File: config.mk
export PLATFORM = sky130hd
export DESIGN_NAME = mem_access_unit
export DESIGN_NICKNAME = d
export VERILOG_FILES = /design/src/rtl/mem_access_unit.sv
export SDC_FILE = /design/constraint.sdc
export NUM_CORES = 1
export LEC_CHECK = 0
export ABC_AREA = 1
export ABC_CLOCK_PERIOD_IN_PS = 2440
export CAP_MARGIN = 20
export CORE_MARGIN = 5
export CORE_UTILIZATION = 51
export CTS_CLUSTER_DIAMETER = 30
export CTS_CLUSTER_SIZE = 14
export DETAILED_ROUTE_END_ITERATION = 10
export GPL_ROUTABILITY_DRIVEN = 0
export HOLD_SLACK_MARGIN = 0.05
export PLACE_DENSITY = 0.85
export SLEW_MARGIN = 15
export SYNTH_ARGS = -nofsm -noshare
export SYNTH_HDL_FRONTEND = slang
export SYNTH_SLANG_ARGS = --single-unit
File: constraint.sdc
create_clock -name clk -period 2.44 [get_ports clk]
set_input_delay 0.488 -clock clk [delete_from_list [all_inputs] [get_ports clk]]
set_output_delay 0.488 -clock clk [all_outputs]
set_load 0.02 [all_outputs]
File: src/rtl/mem_access_unit.sv
// Load/store sequencer in front of the byte-addressed data memory.
// Aligned accesses take one native beat; misaligned ones become byte beats that are reassembled little-endian.
module mem_access_unit (
  input  logic        clk,
  input  logic        rst,
  input  logic        req_valid,
  output logic        req_ready,
  input  logic        req_we,
  input  logic [1:0]  req_size,
  input  logic        req_unsign,
  input  logic [6:0]  req_addr,
  input  logic [31:0] req_wdata,
  output logic        resp_valid,
  output logic [31:0] resp_rdata,
  output logic [7:0]  misalign_cnt,
  output logic        dm_rd,
  output logic        dm_wr,
  output logic        dm_half,
  output logic        dm_byte,
  output logic        dm_unsign,
  output logic [6:0]  dm_addr,
  output logic [31:0] dm_wdata,
  input  logic [31:0] dm_rdata
);

  typedef enum logic [1:0] {IDLE, BEAT, RESP} state_e;

  state_e      state_q;
  logic        we_q;
  logic        word_q;
  logic        unsign_q;
  logic        mis_q;
  logic [6:0]  addr_q;
  logic [31:0] wdata_q;
  logic [1:0]  beat_q;
  logic [1:0]  last_q;
  logic [31:0] asm_q;
  logic [7:0]  cnt_q;

  logic        req_ready_q;
  logic        resp_valid_q;
  logic [31:0] resp_rdata_q;
  logic        dm_rd_q, dm_wr_q, dm_half_q, dm_byte_q, dm_unsign_q;
  logic [6:0]  dm_addr_q;
  logic [31:0] dm_wdata_q;

  logic        mis_d;
  logic [1:0]  last_d;
  logic [1:0]  beat_d;
  logic [6:0]  addr_d;
  logic [31:0] wshift_d;
  logic [31:0] asm_d;
  logic [31:0] result_d;

  always_comb begin
    mis_d = 1'b0;
    if (req_size[1])
      mis_d = |req_addr[1:0];
    else if (req_size[0])
      mis_d = req_addr[0];
    last_d = 2'd0;
    if (mis_d)
      last_d = req_size[1] ? 2'd3 : 2'd1;
  end

  always_comb begin
    beat_d   = beat_q + 2'd1;
    addr_d   = addr_q + {5'd0, beat_d};
    wshift_d = wdata_q >> {beat_d, 3'b000};
    asm_d    = asm_q;
    case (beat_q)
      2'd0:    asm_d[7:0]   = dm_rdata[7:0];
      2'd1:    asm_d[15:8]  = dm_rdata[7:0];
      2'd2:    asm_d[23:16] = dm_rdata[7:0];
      default: asm_d[31:24] = dm_rdata[7:0];
    endcase
    // Aligned beats are already extended by the memory; only split accesses need it here.
    if (!mis_q)
      result_d = dm_rdata;
    else if (word_q)
      result_d = asm_d;
    else
      result_d = {(unsign_q ? 16'h0000 : {16{asm_d[15]}}), asm_d[15:0]};
  end

  always_ff @(posedge clk) begin
    if (rst) begin
      state_q      <= IDLE;
      we_q         <= 1'b0;
      word_q       <= 1'b0;
      unsign_q     <= 1'b0;
      mis_q        <= 1'b0;
      addr_q       <= '0;
      wdata_q      <= '0;
      beat_q       <= '0;
      last_q       <= '0;
      asm_q        <= '0;
      cnt_q        <= '0;
      req_ready_q  <= 1'b1;
      resp_valid_q <= 1'b0;
      resp_rdata_q <= '0;
      dm_rd_q      <= 1'b0;
      dm_wr_q      <= 1'b0;
      dm_half_q    <= 1'b0;
      dm_byte_q    <= 1'b0;
      dm_unsign_q  <= 1'b0;
      dm_addr_q    <= '0;
      dm_wdata_q   <= '0;
    end else begin
      case (state_q)
        IDLE: begin
          resp_valid_q <= 1'b0;
          resp_rdata_q <= '0;
          if (req_valid) begin
            state_q     <= BEAT;
            req_ready_q <= 1'b0;
            we_q        <= req_we;
            word_q      <= req_size[1];
            unsign_q    <= req_unsign;
            mis_q       <= mis_d;
            addr_q      <= req_addr;
            wdata_q     <= req_wdata;
            beat_q      <= '0;
            last_q      <= last_d;
            asm_q       <= '0;
            dm_addr_q   <= req_addr;
            dm_rd_q     <= ~req_we;
            dm_wr_q     <= req_we;
            if (mis_d) begin
              dm_byte_q   <= 1'b1;
              dm_half_q   <= 1'b0;
              dm_unsign_q <= 1'b1;
              dm_wdata_q  <= {24'h000000, req_wdata[7:0]};
              if (cnt_q != 8'hFF)
                cnt_q <= cnt_q + 8'd1;
            end else begin
              dm_byte_q   <= (req_size == 2'b00);
              dm_half_q   <= (req_size == 2'b01);
              dm_unsign_q <= req_unsign;
              dm_wdata_q  <= req_wdata;
            end
          end
        end
        BEAT: begin
          asm_q <= asm_d;
          if (beat_q == last_q) begin
            state_q      <= RESP;
            resp_valid_q <= 1'b1;
            resp_rdata_q <= we_q ? 32'h0 : result_d;
            dm_rd_q      <= 1'b0;
            dm_wr_q      <= 1'b0;
            dm_half_q    <= 1'b0;
            dm_byte_q    <= 1'b0;
            dm_unsign_q  <= 1'b0;
            dm_addr_q    <= '0;
            dm_wdata_q   <= '0;
          end else begin
            beat_q     <= beat_d;
            dm_addr_q  <= addr_d;
            dm_wdata_q <= {24'h000000, wshift_d[7:0]};
          end
        end
        RESP: begin
          state_q      <= IDLE;
          resp_valid_q <= 1'b0;
          resp_rdata_q <= '0;
          req_ready_q  <= 1'b1;
        end
        default: begin
          state_q     <= IDLE;
          req_ready_q <= 1'b1;
        end
      endcase
    end
  end

  assign req_ready    = req_ready_q;
  assign resp_valid   = resp_valid_q;
  assign resp_rdata   = resp_rdata_q;
  assign misalign_cnt = cnt_q;
  assign dm_rd        = dm_rd_q;
  assign dm_wr        = dm_wr_q;
  assign dm_half      = dm_half_q;
  assign dm_byte      = dm_byte_q;
  assign dm_unsign    = dm_unsign_q;
  assign dm_addr      = dm_addr_q;
  assign dm_wdata     = dm_wdata_q;

endmodule
==> impl_metrics.py <==
metrics = {
    "cells_and_area": {
        "antenna_cells": 0,
        "drive_above_1_share_pct": 5.95,
        "nNetsFinal": 1284,
        "final_design_area_no_fill_um2": 9700,
        "final_design_utilization_pct": 67.2,
        "most_common_cell_after_layout_fill_and_taps_aside": "sky130_fd_sc_hd__nand2_1",
        "most_frequent_cells_in_the_layout": "sky130_fd_sc_hd__nand2_1, sky130_fd_sc_hd__dfxtp_1, sky130_fd_sc_hd__clkdlybuf4s50_1, sky130_fd_sc_hd__a21oi_1, sky130_fd_sc_hd__nor2_1",
        "layout-area-overhead-vs-synth_pct": 30.4,
    },
    "sta": {
        "timing_hold_violations_final": 0,
        "worst_slew_margin_rel_pct": 58.6,
        "finalSetupViolCount": 0,
        "whs_ps": 290,
        "setup_tns_final_ps": 0,
        "worst_pin_slew_ps": 621,
        "timing.final.crit_share_pct": 84.2,
        "timing_max_transition_violations_final": 0,
        "unrepaired_setup_endpoints_after_global_routing": "no",
        "clock-skew-final_ps": 8.89,
        "fmax_mhz": 487,
        "fin_crit_ps": 2050,
    },
    "global_routing": {
        "largest_net_degree_at_the_start_of_global_routing": 93,
        "globalRouteTotalUtil_pct": 23.7,
        "initial_antenna_violation_count": 0,
        "grt_pass1_vias": 6811,
        "grt_first_pass_wirelength_mm": 32.6,
        "gr-total-overflow": 0,
    },
    "synthesis": {
        "number_of_flops_mapped_to_enable_cells_by_yosys": 0,
        "netlist_area_um2": 7440,
        "synth_ff_type": "sky130_fd_sc_hd__dfxtp_1",
        "async_flop_share_pct": 0,
        "synth_seq_area_share_pct": 44.7,
        "synth.largest_area_cell": "sky130_fd_sc_hd__dfxtp_1",
        "yosys_warnings": 0,
        "net_count_synth": 1153,
        "syn_area_per_cell_um2": 6.97,
        "yosysTopAreaCellShare_pct": 44.7,
        "synthTopCellsByArea": "sky130_fd_sc_hd__dfxtp_1, sky130_fd_sc_hd__nand2_1, sky130_fd_sc_hd__a21oi_1",
        "cells_after_synth": 1067,
        "synth_seq_cells": 166,
        "synth.lib_cells_used.distinct": 42,
    },
    "clocking": {
        "cts_buffers": 17,
        "clkTransAtPathRegs_ps": 70,
        "cts.repair.resized": 0,
        "cts_hold_repair.buffers": 0,
        "postCtsSetupRepairBufs": 0,
        "cts.sinks": 166,
        "ctsRootBufferMaster": "sky130_fd_sc_hd__clkbuf_16",
        "cts_tree": "built",
        "clk-insertion-delay-late_ps": 430,
        "cts-htree-levels": 4,
        "ctsLongestPathBuffers": 2,
    },
    "run": {
        "max-cap-violations": 0,
    },
    "pwr": {
        "pwr_density_cell_nw_per_um2": 677,
        "post-layout-total-power_mw": 6.57,
        "p_leak_nw": 3.69,
        "peakVddDrop_mv": 0.506,
    },
    "critical_path": {
        "critical_path_required_ps": 2790,
        "timing.critical_path.arrival_ps": 2410,
        "worst_r2r_path_depth": 9,
        "worstPathMaxFanout": 9,
        "crit_path_end_kind": "flop",
        "timing.setup.critical_path_class": "reg -> reg",
        "start_kind": "flop",
    },
    "routing": {
        "routed_wirelength_mm": 20.2,
        "wl_per_cell_um": 14.5,
        "number_of_nets_with_antenna_violations_after_routing": 0,
        "via_count": 7359,
        "routed_via_density": 5.28,
        "drtIter0Drc": 656,
        "drt_first_pass_iters": 6,
        "drc_markers": 0,
    },
    "placed_design": {
        "post_dp_cell_area_um2": 9130,
        "dp_hpwl_mm": 13.8,
        "port-buffer-count": 163,
    },
    "floorplan": {
        "fp.dieArea_um2": 17100,
        "core_area_um2": 14400,
        "boundaryPins": 164,
        "placementRows": 44,
        "die_x_um": 131,
        "start_util_pct": 51.6,
        "floorplan.die.height_um": 131,
    },
    "run_status": {
        "run_status": "completed",
    },
    "min_path": {
        "hold_path_depth": 2,
        "min-delay-path-class": "in -> reg",
    },
}
==> flip-flops by register name (all words and copies together) (netlist names), 7 cells and up <==
signal / cells
asm_q: 32
dm_wdata: 32
resp_rdata: 32
wdata_q: 32
misalign_cnt: 8
addr_q: 7
dm_addr: 7
==> stage by stage <==
| stage | setup WS, ps | cells |
|---|---|---|
| floorplan | 446 | 1067 |
| global placement | 329 | 1363 |
| detailed placement | 282 | 1363 |
| CTS | 369 | 1395 |
| global route | 210 | 1395 |
| finish | 386 | 1395 |
==> worst paths after layout <==
kind	start	endpoint	slack, ps
min reg2reg	resp_rdata[0]	resp_rdata[0]	460
max reg2reg	beat_q[1]	dm_addr[5]	390
max	beat_q[1]	dm_addr[5]	390
min	rst	misalign_cnt[5]	290
==> critical path, stage by stage, from the launching register on <==
cell,delay [ps]
sky130_fd_sc_hd__dfxtp_1,460
sky130_fd_sc_hd__inv_1,100
sky130_fd_sc_hd__ha_1,440
sky130_fd_sc_hd__ha_1,340
sky130_fd_sc_hd__nand3_1,110
sky130_fd_sc_hd__nand2_1,110
sky130_fd_sc_hd__nand2_1,70
sky130_fd_sc_hd__xnor2_1,140
sky130_fd_sc_hd__nand2_1,60
sky130_fd_sc_hd__a21oi_1,150
==> cell families (layout without fill, tap and decap cells) <==
logic type                 Yosys count  in the layout  synth area share, %
DFF                                166            166                 44.7
adders and majority gates            8              8                 1.45
AOI/OAI and AO/OA                  231            231                 16.0
xor gates and xnor gates             4              4                0.572
and+or+nand+nor                    524            524                 28.5
buffers and inverters              126            270                 7.70
muxes                                8              8                 1.08
==> power breakdown <==
part / total [mW] / switching [mW] / internal [mW]
clock network: 2.60 / 1.16 / 1.44
registers: 2.92 / 0.0796 / 2.84
logic: 1.05 / 0.620 / 0.429
total: 6.57 / 1.86 / 4.70
==> cell type report <==
class                   instances  area (um^2)
flip-flops and latches        166         3320
clock buffers                  18          429
inverters                      59          230
multi-input cells             775         3540
repair buffers                179         1800
fillers                      1213         4720
well taps                     184          230
clock inverters                14          144
==> metal layers <==
metal	GRT usage, %	up-vias	wire (um)
met5	0	-	0
met2	39.6	284	9540
met1	30.2	3346	8600
met4	8.11	0	429
li1	-	3694	-
met3	5.81	35	1660
==> Yosys cell counts (8+ instances only) <==
library cell               number
sky130_fd_sc_hd__a21oi_1      154
sky130_fd_sc_hd__a31oi_1       10
sky130_fd_sc_hd__buf_2         24
sky130_fd_sc_hd__clkbuf_1      33
sky130_fd_sc_hd__dfxtp_1      166
sky130_fd_sc_hd__inv_1         49
sky130_fd_sc_hd__mux2i_1        8
sky130_fd_sc_hd__nand2_1      375
sky130_fd_sc_hd__nand3_1       44
sky130_fd_sc_hd__nor2_1        79
sky130_fd_sc_hd__o21ai_0       58
sky130_fd_sc_hd__or2_0          9
Power figures use the tool's default switching activity.
